$ cat config.mk
export PLATFORM = sky130hd
export DESIGN_NAME = xor_frame_acc
export DESIGN_NICKNAME = d
export VERILOG_FILES = /design/src/rtl/xor_frame_acc_pkg.sv /design/src/rtl/xor_frame_acc_xor_reduce.sv /design/src/rtl/xor_frame_acc.sv
export SDC_FILE = /design/constraint.sdc
export NUM_CORES = 1
export LEC_CHECK = 0
export BUFFER_PORTS_ARGS = -buffer_cell sky130_fd_sc_hd__buf_2
export CAP_MARGIN = 20
export CORE_UTILIZATION = 45
export CTS_BUF_LIST = sky130_fd_sc_hd__clkbuf_8
export DETAILED_ROUTE_END_ITERATION = 16
export PLACE_DENSITY = 0.67
export SYNTH_ARGS = -nofsm -noshare
export SYNTH_HDL_FRONTEND = slang
export SYNTH_SLANG_ARGS = --single-unit
$ cat constraint.sdc
create_clock -name clk -period 4 [get_ports clk]
set_input_delay 0.8 -clock clk [delete_from_list [all_inputs] [get_ports clk]]
set_output_delay 0.8 -clock clk [all_outputs]
set_load 0.005 [all_outputs]
$ cat src/rtl/xor_frame_acc_pkg.sv
// Shared types and defaults for the XOR frame accumulator.
// Optional frame-check feature is enabled by macro XOR_FRAME_ACC_CHECK_EN.
package xor_frame_acc_pkg;

    typedef enum logic {
        ACC  = 1'b0,
        HOLD = 1'b1
    } state_e;

    localparam int unsigned DEFAULT_WIDTH     = 32'd8;
    localparam int unsigned DEFAULT_MAX_WORDS = 32'd16;

    // Words up to 64 bits are zero-extended, which leaves the parity unchanged.
    function automatic logic parity64(input logic [63:0] word);
        return ^word;
    endfunction

endpackage

$ cat src/rtl/xor_frame_acc_xor_reduce.sv
// Single-bit XOR reduction of a WIDTH-bit word (1..64 bits).
module xor_reduce
    import xor_frame_acc_pkg::*;
#(
    parameter int unsigned WIDTH = DEFAULT_WIDTH
) (
    input  logic [WIDTH-1:0] word,
    output logic             result
);

    assign result = parity64(64'(word));

endmodule

$ cat src/rtl/xor_frame_acc.sv
// Frame XOR accumulator: folds beats until in_last or MAX_WORDS, then holds the result.
// Define XOR_FRAME_ACC_CHECK_EN to add the exp_xor input and out_match output.
module xor_frame_acc
    import xor_frame_acc_pkg::*;
#(
    parameter  int unsigned WIDTH     = DEFAULT_WIDTH,
    parameter  int unsigned MAX_WORDS = DEFAULT_MAX_WORDS,
    localparam int unsigned CW        = $clog2(MAX_WORDS + 1)
) (
    input  logic             clk,
    input  logic             rst,
    input  logic             in_valid,
    output logic             in_ready,
    input  logic [WIDTH-1:0] in_data,
    input  logic             in_last,
`ifdef XOR_FRAME_ACC_CHECK_EN
    input  logic [WIDTH-1:0] exp_xor,
    output logic             out_match,
`endif
    output logic             out_valid,
    input  logic             out_ready,
    output logic [WIDTH-1:0] out_xor,
    output logic             out_parity,
    output logic [CW-1:0]    out_count,
    output logic             out_trunc
);

    state_e           state_r;
    logic [WIDTH-1:0] acc_r;
    logic [CW-1:0]    cnt_r;
    logic             in_ready_r;
    logic             out_valid_r;
    logic [WIDTH-1:0] out_xor_r;
    logic             out_parity_r;
    logic [CW-1:0]    out_count_r;
    logic             out_trunc_r;

    logic [WIDTH-1:0] next_xor_s;
    logic [CW-1:0]    next_cnt_s;
    logic             next_parity_s;
    logic             accept_s;
    logic             at_max_s;
    logic             close_s;
    logic             trunc_s;

    // Next accumulator value and frame-closing decision for the offered beat.
    always_comb begin
        next_xor_s = acc_r ^ in_data;
        next_cnt_s = cnt_r + CW'(1);
        accept_s   = in_valid & in_ready_r;
        at_max_s   = (next_cnt_s == CW'(MAX_WORDS));
        if (accept_s) begin
            close_s = in_last | at_max_s;
            trunc_s = ~in_last & at_max_s;
        end else begin
            close_s = 1'b0;
            trunc_s = 1'b0;
        end
    end

    // Parity is computed on the value being loaded so out_parity is a register.
    xor_reduce #(.WIDTH(WIDTH)) u_parity (
        .word   (next_xor_s),
        .result (next_parity_s)
    );

    // ACC/HOLD state machine with registered handshake and result outputs.
    always_ff @(posedge clk) begin
        if (rst) begin
            state_r      <= ACC;
            acc_r        <= {WIDTH{1'b0}};
            cnt_r        <= {CW{1'b0}};
            in_ready_r   <= 1'b1;
            out_valid_r  <= 1'b0;
            out_xor_r    <= {WIDTH{1'b0}};
            out_parity_r <= 1'b0;
            out_count_r  <= {CW{1'b0}};
            out_trunc_r  <= 1'b0;
        end else begin
            case (state_r)
                ACC: begin
                    if (close_s) begin
                        state_r      <= HOLD;
                        in_ready_r   <= 1'b0;
                        out_valid_r  <= 1'b1;
                        out_xor_r    <= next_xor_s;
                        out_parity_r <= next_parity_s;
                        out_count_r  <= next_cnt_s;
                        out_trunc_r  <= trunc_s;
                    end else if (accept_s) begin
                        acc_r <= next_xor_s;
                        cnt_r <= next_cnt_s;
                    end else begin
                        acc_r <= acc_r;
                    end
                end
                HOLD: begin
                    if (out_ready) begin
                        state_r     <= ACC;
                        acc_r       <= {WIDTH{1'b0}};
                        cnt_r       <= {CW{1'b0}};
                        in_ready_r  <= 1'b1;
                        out_valid_r <= 1'b0;
                    end else begin
                        state_r <= HOLD;
                    end
                end
                default: begin
                    state_r     <= ACC;
                    acc_r       <= {WIDTH{1'b0}};
                    cnt_r       <= {CW{1'b0}};
                    in_ready_r  <= 1'b1;
                    out_valid_r <= 1'b0;
                end
            endcase
        end
    end

`ifdef XOR_FRAME_ACC_CHECK_EN
    logic out_match_r;

    // Expected value arrives with the closing beat; the verdict is held with the result.
    always_ff @(posedge clk) begin
        if (rst) begin
            out_match_r <= 1'b0;
        end else if (close_s) begin
            out_match_r <= (next_xor_s == exp_xor);
        end else begin
            out_match_r <= out_match_r;
        end
    end

    assign out_match = out_match_r;
`endif

    assign in_ready   = in_ready_r;
    assign out_valid  = out_valid_r;
    assign out_xor    = out_xor_r;
    assign out_parity = out_parity_r;
    assign out_count  = out_count_r;
    assign out_trunc  = out_trunc_r;

endmodule

---- After elaboration in Yosys (flattened, before gate mapping) ----
Cells that the tools add are included.
cells by class
  $add $sub $neg .......................... 1
  $mul .................................... 0
  divide/modulo/power cells ............... 0
  magnitude comparators ................... 0
  equality and inequality tests ........... 5
  shift operators ......................... 0
  multiplexer cells ....................... 19
  bitwise operators ....................... 6
  reductions and logical operators ........ 4
operator list
  cell                                          count
  XOR reduction 64 bit                          1
  two-way mux 8 bit                             3
  case mux 8 bit (2 select lines)               1
  two-way mux 5 bit                             3
  case mux 5 bit (2 select lines)               1
  two-way mux 1 bit                             8
  != test 2 bit (second input constant)         4
  XOR 8 bit                                     1
  case mux 1 bit (2 select lines)               3
  adder 5 x 1 -> 5 bit (second input constant)  1
  == test 5 bit (second input constant)         1
  AND reduction 2 bit                           2
  AND reduction 3 bit                           1
  bitwise AND 1 bit                             2
  inverter 1 bit                                2
  OR 1 bit                                      1
storage, ports and cells
  register bits after elaboration ......... 31
  latch bits .............................. 0
  RAM bits ................................ 0
  memory bits (read-only) ................. 0
  bits of input ports ..................... 13
  output and inout port bits .............. 17
  memories ................................ 0

---- Depth between registers and ports, before layout ----
Gate-level depths: netlist of run 1.
  word-level depth ........................ 6
  gate-level depth with buffers ........... 8

---- By module ----
A second synthesis of run 1 with hierarchy kept.
unflattened totals
  cells, all modules ...................... 175
  area total of the unflattened synthesis .. 1539.0 µm²
by module, submodules not included
  module         instances  cells an instance  area an instance (µm²)  sequential area each (µm²)
  xor_frame_acc  1          168                1477.7                  620.6
  xor_reduce     1          7                  61.3                    0.0

---- Worst setup path before layout of run 1 ----
OpenSTA, ideal clock, no wires.
  path type ............................... input to register
  from .................................... input in_valid
  to ...................................... register acc_r[4]
  setup time .............................. 138 ps
  arrival ................................. 1837 ps
  setup slack ............................. 2025 ps
  cell stages on the path ................. 6
  cell sequence ........................... and3b_4 > and3_4 > a32oi_4 > buf_8 > mux2i_1 > a21oi_1
on the way
  word-level cells in the longest chain between the ends .. 4
  elaborated cells between the ends (all ways) .. 5
ends and longest elaborated chain
  element                                 RTL line             source
  start: declaration                      xor_frame_acc.sv:12  input logic in_valid,
  bitwise AND 1 bit *                     xor_frame_acc.sv:50  accept_s = in_valid & in_ready_r;
  two-way mux 1 bit                       xor_frame_acc.sv:52  if (accept_s) begin
  != test 2 bit (no source line)          --
  AND reduction 3 bit (no source line) *  --
  end signal: assignment                  xor_frame_acc.sv:71  acc_r <= {WIDTH{1'b0}};
  end signal: assignment                  xor_frame_acc.sv:91  acc_r <= next_xor_s;
  end signal: assignment                  xor_frame_acc.sv:94  acc_r <= acc_r;
  end: declaration                        xor_frame_acc.sv:29  logic [WIDTH-1:0] acc_r;
Every way passes the cells marked *; elsewhere a longest branch is shown, timed or not.
A chain may end at the register's enable or synchronous reset.

---- Worst setup path after layout of run 1 ----
  from .................................... register state_r
  to ...................................... register out_count_r[1], in the netlist out_count[1]
on the way
  word-level cells in the longest chain between the ends .. 2
ends and longest elaborated chain
  element                               RTL line             source
  start: declaration                    xor_frame_acc.sv:28  state_e state_r;
  start signal: assignment              xor_frame_acc.sv:70  state_r <= ACC;
  start signal: assignment              xor_frame_acc.sv:83  state_r <= HOLD;
  start signal: assignment              xor_frame_acc.sv:99  state_r <= ACC;
  inverter 1 bit (no source line)       --
  AND reduction 2 bit (no source line)  --
  end signal: assignment                xor_frame_acc.sv:77  out_count_r <= {CW{1'b0}};
  end signal: assignment                xor_frame_acc.sv:88  out_count_r <= next_cnt_s;
  end: declaration                      xor_frame_acc.sv:35  logic [CW-1:0] out_count_r;
No other way between the ends.

==> flow_metrics.tcl, run 1 <==
set metrics [dict create \
    detail_route.iter0.violations 49 \
    clock_power_share_pct 29.7 \
    maxCapViolations 0 \
    grt_pass1_wl_mm 4.74 \
    numClockSinks 31 \
    antenna_cells 0 \
    met2_usage_pct 27.5 \
    routed_wl_mm 2.91 \
    worst-r2r-cell-count 6 \
    synth_area_leader_cell "dfxtp_1" \
    ios 30 \
    grtUsageMet1_pct 23.5 \
    synth_compound_area_share_pct 17.1 \
    period_share_pct 63.1 \
    setup_tns_ns 0 \
    cts_resized 0 \
    critPathRequiredTime_ns 4.14 \
    synth_commonest_cells "dfxtp_1, nor2_1, xnor2_1" \
    min_path_type "flop to flop" \
    synthMuxAreaShare_pct 7.75 \
    synth-edff-count 0 \
    placed_area_um2 1700 \
    initial_core_util_pct 49.2 \
    synth-seq-cells 31 \
    power.switching_uw 200 \
    clock.fmax_ghz 0.396 \
    post-synth-top-count-cell "dfxtp_1" \
    crit_type "flop to flop" \
    critPathArrivalTime_ns 2.66 \
    dieHeight_um 60.7 \
    grt_max_degree 32 \
    power.density_nw_per_um2 408 \
    synth_cells 154 \
    cts-root-buf "clkbuf_8" \
    ys_seq_area_share_pct 40.0 \
    met3_usage_pct 5.76 \
    netlist_area_um2 1550 \
    holdWs_ns 0.491 \
    synth_xor_area_share_pct 11.2 \
    internal_power_uw 523 \
    design_area_um2 1770 \
    drive_gt1_share_pct 29.8 \
    port-buffer-count 29 \
    comb_power_share_pct 21.4 \
    period_needed_ns 2.52 \
    yosysTopAreaCellShare_pct 40.0 \
    synth_cell_types 30 \
    grt_usage_pct 17.8 \
    antenna_found_initial 0 \
    die_area_um2 3680 \
    rr_endpoint "out_count[1]" \
    pwr-share-seq_pct 48.8 \
    p_sw_share_pct 27.7 \
    synthAdderAreaFrac_pct 1.61 \
    num-fill-cells 313 \
    setup_viol 0 \
    rrSetupSlack_ns 1.48 \
    finalHoldViolations 0 \
    grt_overflow_total 0 \
    crit_cells 6 \
    worst_path_max_delay_cell "dfxtp_1" \
    num_vias 1193 \
    cts_tree "yes" \
    critPathMaxStageDelay_ns 0.58 \
    critPathTopFamily "simple AND/OR/NAND/NOR gates" \
    hold-path-endpoint "out_count[4]" \
    synth_area_per_cell_um2 10.1 \
    ant_nets 0 \
    total_power_uw 723 \
    path_cells "and3b_4, and3_4, a32o_1, buf_4, mux2i_1, nor2_1" \
    viasPerCell 5.30 \
    hold_path_depth 2 \
    vdd_drop_max_mv 0.197 \
    skew_ns 0.00503 \
    grt_pass1_vias 1070 \
    synthSimpleGateAreaFrac_pct 18.0 \
    ys_top_cells_by_area "dfxtp_1, xnor2_1, mux2i_1, a211oi_2, nor2_1" \
    numCtsBuffers 5 \
    design.core.area_um2 3150 \
    fp.dieW_um 60.7 \
    worstSetupEndpointType "flop" \
    clk_transition_reported_paths_ns 0.06 \
    synth.net_count 169 \
    cts-root-to-sink-buffers 2 \
    dr.pass1.iters 6 \
    ys.flop_type "dfxtp_1" \
    insertion_delay_ns 0.27 \
    start_kind "flop" \
    top_usage_layer "met2" \
    wl_per_cell_um 12.9 \
    power.leakage_uw 0.000676 \
    r2r_start "state_r" \
    postCtsSetupRepairBufs 0 \
    rows 20 \
    worst_slew_pin_slew_ns 0.834 \
    yosys_warnings 0 \
    final_max_slew_viol_count 0 \
    htree_levels 2 \
    drcViolationCount 0 \
    outcome "finished, final reports clean" \
    synthArstFlopShare_pct 0 \
    crit_buf_inv 1 \
    dp_hpwl_mm 2.07 \
    slew_headroom_pct 44.4 \
    synth_top_family_by_area "simple AND/OR/NAND/NOR gates" \
    rsz0062_at_grt "no" \
    area_growth_pct 14.3 \
    path_max_fanout 26 \
    cts_hold_buffers 0 \
    nNetsFinal 197 \
    min_from "out_count[4]" \
    routabilityCongestion 0.770 \
]
## state kept, by name, summed over array words and instances, names as in the netlist
signal	count
out_valid	1
out_trunc	1
out_parity	1
cnt_r	5
acc_r	8
in_ready	1
out_xor	8
state_r	1
out_count	5
## final cells by class
cell class | count | area (um2) | share of cell area (%)
Timing Repair Buffer | 30 | 153 | 8.62
Clock inverter | 1 | 3.75 | 0.212
Sequential cell | 31 | 621 | 35.0
Clock buffer | 5 | 68.8 | 3.88
Tap cell | 44 | 55.1 | 3.11
Multi-Input combinational cell | 112 | 863 | 48.7
Inverter | 2 | 7.51 | 0.424
## power groups by stage
| stage | clock network, uW | logic, uW | registers, uW |
|---|---|---|---|
| 3_3_place_gp | 0 | 151 | 358 |
| 5_1_grt | 235 | 173 | 356 |
| 2_1_floorplan | 0 | 124 | 355 |
| 3_5_place_dp | 0 | 156 | 360 |
| 6_report | 215 | 155 | 353 |
| 4_1_cts | 221 | 157 | 353 |
## layout by cell type (no fill, tap or decap), types with 5 or more instances in the layout
cell      Yosys  final
buf_2         2     29
a21oi_1      12     12
mux2i_1      12     12
clkbuf_8      0      5
xnor2_1      16     16
dfxtp_1      31     31
a211oi_2      7      7
nor3b_1       8      8
or3b_2        8      8
nor2_1       22     22
a211oi_1      6      6
## stage by stage
step                util, %  setup slack, ns  std cells
finish                 56.2             1.48        225
global route           56.2             1.29        225
CTS                    56.2             1.48        225
detailed placement     53.9             1.42        219
global placement       53.9             1.49        219
floorplan                 -             2.03        154
## worst reg2reg max path: cells and delay by family (launching register included)
kind / cells / cell delay, ns
muxes: 1 / 0.21
buffers and inverters: 1 / 0.32
DFF: 1 / 0.58
AOI/OAI and AO/OA: 1 / 0.55
and+or+nand+nor: 3 / 0.73
## logic make-up after synthesis
| family | after synthesis |
|---|---|
| muxes | 12 |
| buffers and inverters | 11 |
| and+or+nand+nor | 47 |
| adders and majority gates | 2 |
| xor gates and xnor gates | 19 |
| AOI/OAI and AO/OA | 32 |
| DFF | 31 |
## how the worst max path moves through the flow
stage | startpoint | end | slack, ns
after floorplan | in_valid | acc_r[4] | 2.03
after global placement | in_valid | out_count[1] | 1.49
after detailed placement | in_valid | out_count[1] | 1.42
after CTS | state_r | out_count[1] | 1.48
after global routing | cnt_r[0] | out_count[1] | 1.29
final | state_r | out_count[1] | 1.48
## layer usage
metal  routed length [um]  share of wire (%)
met2                 1350                 47
met3                  130                4.5
met4                   10               0.34
met1                 1410                 49
met5                    0                  0
No activity file was read; power rests on OpenSTA's default activity.
==> run 2, diff against run 1 <==
==> constraint.sdc (replaced) <==
create_clock -name clk -period 2.6 [get_ports clk]
set_input_delay 0.52 -clock clk [delete_from_list [all_inputs] [get_ports clk]]
set_output_delay 0.52 -clock clk [all_outputs]
set_load 0.005 [all_outputs]
==> run 2 against run 1 <==
Core utilization up 1.6 points. Fmax up 16%. Design area up 2.8%. Via count up 1.9%. Clock-buffer cell count up 2. Critical path type unchanged.
==> flow_metrics.tcl, run 2 (synthesis results as in run 1) <==
set metrics [dict create \
    outcome "finished, final reports clean" \
    fp.dieW_um 60.7 \
    rsz0062_at_grt "no" \
    routed_wl_mm 3.05 \
    worst_path_max_delay_cell "dfxtp_1" \
    clk_transition_reported_paths_ns 0.06 \
    cts_resized 0 \
    start_kind "flop" \
    worst-r2r-cell-count 7 \
    drive_gt1_share_pct 31.7 \
    min_path_type "input pin to flop" \
    antenna_found_initial 0 \
    setup_tns_ns 0 \
    htree_levels 2 \
    clock.fmax_ghz 0.458 \
    critPathRequiredTime_ns 2.76 \
    worstSetupEndpointType "flop" \
    insertion_delay_ns 0.28 \
    path_max_fanout 9 \
    ant_nets 0 \
    post-route-util_pct 57.8 \
    path_cells "ha_1, nand3_1, xnor2_2, a32oi_4, buf_4, mux2i_1, a21oi_1" \
    final_max_slew_viol_count 0 \
    grt_overflow_total 0 \
    wl_per_cell_um 13.3 \
    rr_endpoint "acc_r[7]" \
    antenna_cells 0 \
    dr.pass1.iters 4 \
    ios 30 \
    rrSetupSlack_ns 0.42 \
    vdd_drop_max_mv 0.303 \
    nNetsFinal 200 \
    port-buffer-count 29 \
    skew_ns 0.00359 \
    mostFrequentLayoutCells "dfxtp_1, buf_2, nor2_1" \
    power.density_nw_per_um2 655 \
    period_share_pct 84.0 \
    critPathMaxStageDelay_ns 0.43 \
    num-fill-cells 316 \
    place_ws_ns 0.424 \
    power.leakage_uw 0.000705 \
    cts_hold_buffers 0 \
    setup_viol 0 \
    dp_hpwl_mm 2.20 \
    numClockSinks 31 \
    grt_max_degree 29 \
    routabilityCongestion 0.755 \
    cp-endpoint "acc_r[7]" \
    grt_pass1_vias 1165 \
    slew_headroom_pct 64.3 \
    area_growth_pct 17.5 \
    cts_tree "yes" \
    rows 20 \
    grt_pass1_wl_mm 5.15 \
    numCtsBuffers 5 \
    postCtsSetupRepairBufs 0 \
    crit_type "flop to flop" \
    grt_usage_pct 19.5 \
    r2r_start "cnt_r[0]" \
    finalHoldViolations 0 \
    final_common_cell "dfxtp_1" \
    num_vias 1216 \
    maxCapViolations 0 \
    cts-root-buf "clkbuf_8" \
    design.core.area_um2 3150 \
    detail_route.iter0.violations 76 \
    initial_core_util_pct 49.2 \
    fin_ws_ns 0.416 \
    critPathArrivalTime_ns 2.35 \
    drcViolationCount 0 \
    dieHeight_um 60.7 \
    cts-root-to-sink-buffers 2 \
    die_area_um2 3680 \
    setup.worst_path.start "cnt_r[0]" \
    worst_slew_pin_slew_ns 0.533 \
    viasPerCell 5.29 \
    period_needed_ns 2.18 \
]
-- run 2: changes by cell type in the layout (fill, tap and decap cells not counted), sizes merged --
cell / previous run / this run
clkbuf: 5 / 7
buf: 30 / 33
-- run 2: routing by layer --
layer | global-route usage, % | vias up | share of wire (%)
li1 | - | 606 | -
met1 | 24.1 | 581 | 48
met2 | 31.6 | 24 | 46
met3 | 5.76 | 5 | 4.3
met4 | 8.12 | 0 | 1.4
met5 | 0 | - | 0
-- run 2: through the flow --
stage          instances  cell area [um2]  total power (uW)  hold slack, ns
5_1_grt              230             1820              1260           0.484
2_1_floorplan        154             1550               737           0.479
6_report             230             1820              1190           0.480
3_5_place_dp         222             1720               799           0.474
3_3_place_gp         222             1720               789           0.473
4_1_cts              230             1820              1210           0.472
-- run 2: layout make-up --
type,instances,area [um2],share of cell area [%]
multi-input combinational,112,863,47.4
sequential,31,621,34.1
timing repair buffer,33,175,9.62
clock buffer,7,96.3,5.29
tap,44,55.1,3.02
inverter,2,7.51,0.412
clock inverter,1,3.75,0.206
-- run 2: worst max-delay path: cells and delay by family (launching register included) --
kind,cells,cell delay (ns)
XOR/XNOR,1,0.22
buffers and inverters,1,0.26
multiplexers,1,0.19
adder cells (fa/ha/maj),1,0.27
AND/OR/NAND/NOR,1,0.19
flip-flops,1,0.43
AO/OA/AOI/OAI,2,0.51
-- run 2: report_power, final --
group | switching, uW | total (uW) | internal, uW
sequential | 25.4 | 536 | 510
combinational | 126 | 250 | 124
clock | 171 | 408 | 237
-- run 2: worst min path at each step --
stage / cells past startpoint / start / endpoint
after global routing: 2 / in_last / out_count[4]
after floorplan: 2 / cnt_r[1] / cnt_r[1]
after detailed placement: 2 / out_valid / out_valid
final: 2 / in_last / out_count[4]
after global placement: 2 / out_valid / out_valid
after CTS: 2 / in_last / out_count[4]
